<file path="src/rtl/mkio_msg_buf.sv">
// Double-buffered per-channel MKIO message RAM: writer fills the inactive bank, commit flips it atomically (parity option: MKIO_MSG_BUF_PARITY_EN).
// Read latency 1 cycle (q/rd_wcnt/q_valid registered); no backpressure, overflowing words are dropped and flagged in wr_ovf.
module mkio_msg_buf #(
  parameter int DATA_WIDTH = 16,
  parameter int ADDR_WIDTH = 5,
  parameter int CH_WIDTH   = 2
) (
  input  logic                    clk,
  input  logic                    reset_n,
  input  logic [CH_WIDTH-1:0]     wr_ch,
  input  logic                    wr_start,
  input  logic                    wr_en,
  input  logic [DATA_WIDTH-1:0]   wr_data,
  input  logic                    wr_commit,
  input  logic                    wr_abort,
  output logic                    wr_busy,
  output logic                    wr_ovf,
`ifdef MKIO_MSG_BUF_PARITY_EN
  input  logic                    par_inj,
  output logic                    rd_perr,
`endif
  input  logic [CH_WIDTH-1:0]     rd_ch,
  input  logic [ADDR_WIDTH-1:0]   rd_addr,
  input  logic                    rd_en,
  input  logic                    rd_ack,
  output logic [DATA_WIDTH-1:0]   q,
  output logic                    q_valid,
  output logic [ADDR_WIDTH:0]     rd_wcnt,
  output logic [(1<<CH_WIDTH)-1:0] msg_new
);

  localparam int CHANNELS = 1 << CH_WIDTH;
  localparam int RAM_AW   = CH_WIDTH + 1 + ADDR_WIDTH;
  localparam int RAM_WORDS = 1 << RAM_AW;
`ifdef MKIO_MSG_BUF_PARITY_EN
  localparam int RAM_DW = DATA_WIDTH + 1;
`else
  localparam int RAM_DW = DATA_WIDTH;
`endif

  typedef enum logic {IDLE, OPEN} state_t;

  state_t                  state_q, state_d;
  logic [CH_WIDTH-1:0]     ch_q, ch_d;
  logic [ADDR_WIDTH:0]     ptr_q, ptr_d;
  logic                    ovf_q, ovf_d;
  logic                    we, commit;

  logic [CHANNELS-1:0]     bank_sel;
  logic [ADDR_WIDTH:0]     wcnt [CHANNELS];
  logic [CHANNELS-1:0]     msg_new_d;

  logic [RAM_DW-1:0]       ram [RAM_WORDS];
  logic [RAM_AW-1:0]       waddr, raddr;
  logic [RAM_DW-1:0]       wdat, rdat;

  // A start always wins: it discards whatever is open and ignores same-cycle wr_en.
  always_comb begin
    state_d = state_q;
    ch_d    = ch_q;
    ptr_d   = ptr_q;
    ovf_d   = ovf_q;
    we      = 1'b0;
    commit  = 1'b0;
    if (wr_start) begin
      state_d = OPEN;
      ch_d    = wr_ch;
      ptr_d   = '0;
      ovf_d   = 1'b0;
    end else if (state_q == OPEN) begin
      if (wr_en) begin
        if (ptr_q[ADDR_WIDTH]) begin
          ovf_d = 1'b1;
        end else begin
          we    = 1'b1;
          ptr_d = ptr_q + 1'b1;
        end
      end
      if (wr_abort) begin
        state_d = IDLE;
      end else if (wr_commit) begin
        state_d = IDLE;
        commit  = ~ovf_d;
      end
    end
  end

  always_comb begin
    msg_new_d = msg_new;
    if (rd_ack) msg_new_d[rd_ch] = 1'b0;
    if (commit) msg_new_d[ch_q]  = 1'b1;
  end

  always_ff @(posedge clk or negedge reset_n) begin
    if (!reset_n) begin
      state_q  <= IDLE;
      ch_q     <= '0;
      ptr_q    <= '0;
      ovf_q    <= 1'b0;
      bank_sel <= '0;
      msg_new  <= '0;
      for (int i = 0; i < CHANNELS; i++) wcnt[i] <= '0;
    end else begin
      state_q <= state_d;
      ch_q    <= ch_d;
      ptr_q   <= ptr_d;
      ovf_q   <= ovf_d;
      msg_new <= msg_new_d;
      if (commit) begin
        bank_sel[ch_q] <= ~bank_sel[ch_q];
        wcnt[ch_q]     <= ptr_d;
      end
    end
  end

  assign wr_busy = (state_q == OPEN);
  assign wr_ovf  = ovf_q;

  // Writer targets the inactive bank, reader the committed one, so the ports never collide.
  assign waddr = {ch_q, ~bank_sel[ch_q], ptr_q[ADDR_WIDTH-1:0]};
  assign raddr = {rd_ch, bank_sel[rd_ch], rd_addr};
`ifdef MKIO_MSG_BUF_PARITY_EN
  assign wdat = {(~^wr_data) ^ par_inj, wr_data};
`else
  assign wdat = wr_data;
`endif

  always_ff @(posedge clk) begin
    if (we) ram[waddr] <= wdat;
  end

  assign rdat = ram[raddr];

  always_ff @(posedge clk or negedge reset_n) begin
    if (!reset_n) begin
      q       <= '0;
      q_valid <= 1'b0;
      rd_wcnt <= '0;
`ifdef MKIO_MSG_BUF_PARITY_EN
      rd_perr <= 1'b0;
`endif
    end else begin
      q_valid <= rd_en;
      if (rd_en) begin
        q       <= rdat[DATA_WIDTH-1:0];
        rd_wcnt <= wcnt[rd_ch];
      end
`ifdef MKIO_MSG_BUF_PARITY_EN
      rd_perr <= rd_en & ~(^rdat);
`endif
    end
  end

endmodule

</file>
<file path="config.mk">
export PLATFORM = sky130hd
export DESIGN_NAME = mkio_msg_buf
export DESIGN_NICKNAME = d
export VERILOG_FILES = /design/src/rtl/mkio_msg_buf.sv
export SDC_FILE = /design/constraint.sdc
export NUM_CORES = 2
export LEC_CHECK = 0
export CAP_MARGIN = 10
export CORE_MARGIN = 3
export CORE_UTILIZATION = 57
export DETAILED_ROUTE_END_ITERATION = 12
export PLACE_DENSITY_LB_ADDON = 0.1
export SYNTH_ARGS = -nofsm -noshare
export SYNTH_HDL_FRONTEND = slang
export SYNTH_SLANG_ARGS = --single-unit
</file>
<file path="constraint.sdc">
create_clock -name clk -period 2.5 [get_ports clk]
set_clock_uncertainty 0.05 [all_clocks]
set_input_delay 0.375 -clock clk [delete_from_list [all_inputs] [get_ports clk]]
set_output_delay 0.375 -clock clk [all_outputs]
set_load 0.01 [all_outputs]
</file>
==> flow_metrics.tcl <==
set metrics [dict create \
    synth_area_leaders "edfxtp_1 77%, mux4_2 11%, mux2i_1 4.8%" \
    slew_viol_final 0 \
    worst_pin_slew_ps 910.6 \
    utilization 0.6897 \
    syn_to_final_growth_pct 19.87 \
    synth_edf_count 4096 \
    ir_drop_v 0.0006426 \
    yosys_most_used_dff "edfxtp_1" \
    postRouteAntennaNets 0 \
    critPathLaunchType "register" \
    max-slew-margin-rel 0.3929 \
    violations "setup timing" \
    layout_commonest_cell "edfxtp_1" \
    synth_top_family_by_area "multiplexers" \
    placed_area_mm2 0.1775 \
    cap_violations 0 \
    via_per_inst 6.410 \
    rows 193 \
    gp_congestion 0.9530 \
    post-synth-top-area-fraction 0.7698 \
    drive_gt1_frac 0.3103 \
    outcome "complete, but fails checks" \
    fin_crit_sh 1.198 \
    grt_use_total 0.3020 \
    grt_pass1_wl_um 613200 \
    grt_max_degree 114 \
    finalSetupViolCount 16 \
    p_leak_nw 64.00 \
    yosysSeqAreaShare 0.7800 \
    setup_slack_ps -494.3 \
    die_h_um 535.4 \
    drt-pass1-iter-count 6 \
    wirelength_um 431000 \
    synth_compound_area_frac 0.03410 \
    min-delay-path-class "in2reg" \
    clock.fmax_mhz 334.0 \
    post_drt_wl_per_cell_um 33.49 \
    start_util 0.5753 \
    synthAdderAreaFrac 0.0003132 \
    synth_top_area_cell "edfxtp_1" \
    arrival_ps 3730 \
    ys_types 47 \
    most-common-layout-cells "4,096 x edfxtp_1, 924 x buf_4, 776 x mux4_2, 768 x mux2i_1, 417 x clkbuf_16" \
    boundaryPins 62 \
    fin_crit_ps 2994 \
    dieArea_mm2 0.2867 \
    cts.reportedPaths.clkPinSlew_ps 60 \
    gr-total-overflow 0 \
    numCtsBuffers 409 \
    antenna_found_initial 17 \
    hpwl_um 279500 \
    clock_sinks 4161 \
    async_flop_share 0.01562 \
    synth_xor_area_frac 0.0002193 \
    cts_buffer_depth 4 \
    io_buffer_count 61 \
    p_per_area_mw_per_mm2 775.0 \
    cts_tree "built" \
    syn-num-nets 7484 \
    synth.avg_cell_area_um2 21.46 \
    fin_area_mm2 0.1915 \
    path_max_fanout 17 \
    drt-initial-drc-count 10700 \
    vias 82500 \
    synth_mux_area_frac 0.1593 \
    yosys_warnings 0 \
    crit_type "reg2reg" \
    rsz0062_at_grt "true" \
    grt_pass1_vias 81860 \
    syn-cell-area_mm2 0.1598 \
    crit_path_end_kind "register" \
    drcViolationCount 0 \
    worstSkewPairLatency_ps 950 \
    synth_simple_gate_area_share 0.01129 \
    synth_cells 7447 \
    core-area_mm2 0.2777 \
    nNetsFinal 8850 \
    clock-root-buffer "clkbuf_16" \
    ys_ff_latch 4161 \
    die_w_um 535.4 \
    crit_required_ps 3240 \
    hold_viol 0 \
    cts-htree-levels 5 \
]
-- per-stage QoR --
stage	power (W)	TNS (ps)	hold WS, ps	instances	setup slack (ps)
after floorplan	0.08271	-109410	29.41	7447	-163.3
after global placement	0.08879	-592520	353.5	12080	-1464
after detailed placement	0.08892	-778630	365.1	12080	-1470
after CTS	0.1490	-6073	3.456	12860	-419.9
after global routing	0.1524	-7008	22.61	12870	-520.0
final	0.1484	-6460	55.10	12870	-494.3
-- synth_stat cells, drive strengths merged (2+ instances only) --
| cell | number |
|---|---|
| mux2i | 768 |
| o41ai | 32 |
| or4 | 32 |
| nor3b | 4 |
| nor2 | 286 |
| nand2 | 47 |
| ha | 4 |
| and2 | 6 |
| a31oi | 2 |
| a41oi | 16 |
| a22oi | 272 |
| o21ai | 260 |
| a21oi | 2 |
| mux2 | 26 |
| xnor2 | 3 |
| nand3 | 10 |
| dfrtp | 65 |
| edfxtp | 4096 |
| o31ai | 6 |
| clkbuf | 131 |
| nor2b | 9 |
| o22ai | 256 |
| buf | 319 |
| nand3b | 5 |
| nor3 | 2 |
| inv | 2 |
| mux4 | 776 |
| or3b | 2 |
-- state kept, by name, summed over array words and instances, names as in the netlist, 2 cells and up --
signal / cells
bank_sel: 4
ch_q: 2
msg_new: 4
ptr_q: 6
q: 16
ram: 4096
rd_wcnt: 6
wcnt: 24
-- metal layers --
layer	global-route usage	wire length [um]
met1	0.4431	171500
met2	0.4610	201200
met3	0.05928	40490
met4	0.1059	17840
met5	0	0
-- cell families (layout without fill, tap and decap cells) --
family                     after synthesis  after routing
adders and majority gates                4              4
other                                    0              6
buffers and inverters                  452           2162
DFF                                   4161           4161
and+or+nand+nor                        408            410
muxes                                 1570           1570
xor gates and xnor gates                 4              4
AOI/OAI and AO/OA                      848            848
-- timing repair --
action,CTS,global route
cloned,2,0
buffers inserted,7,3
endpoints found under the hold margin,928,0
hold buffers,20,0
resized for setup,107,17
setup endpoints to repair,30,30
pin swaps,23,13
-- final timing paths --
check                       startpoint       end  slack [ps]  cells after the start
setup / recovery           bank_sel[3]     q[15]        -490                      9
hold / removal                wr_ch[0]   ch_q[0]          60                      2
setup reg to reg           bank_sel[3]     q[15]        -490                      9
hold reg to reg               wcnt[16]  wcnt[16]         430                      2
max in group asynchronous      reset_n      q[4]        1630                      4
min in group asynchronous      reset_n  wcnt[11]         480                      4
-- power by group --
group | internal [W] | switching (W)
logic | 0.00449 | 0.00658
clock network | 0.0346 | 0.0257
registers | 0.0768 | 0.000217
total | 0.116 | 0.0325
-- cell type report --
class / instances / area (um2)
well taps: 3705 / 4636
multi-input cells: 2836 / 33400
fillers: 17300 / 86190
diodes: 6 / 15.01
clock inverters: 239 / 2281
clock buffers: 518 / 10850
flip-flops and latches: 4161 / 124600
repair buffers: 1403 / 15690
inverters: 2 / 7.507
-- worst max-delay path, cell delays in order, from the launching register on --
cell,delay [ps]
dfrtp_1,390
mux4_2,510
buf_12,180
nand3b_4,120
buf_8,170
o22ai_1,120
or4_4,600
a22oi_2,380
buf_4,190
a41oi_1,100
(Power assumes the default switching activity.)
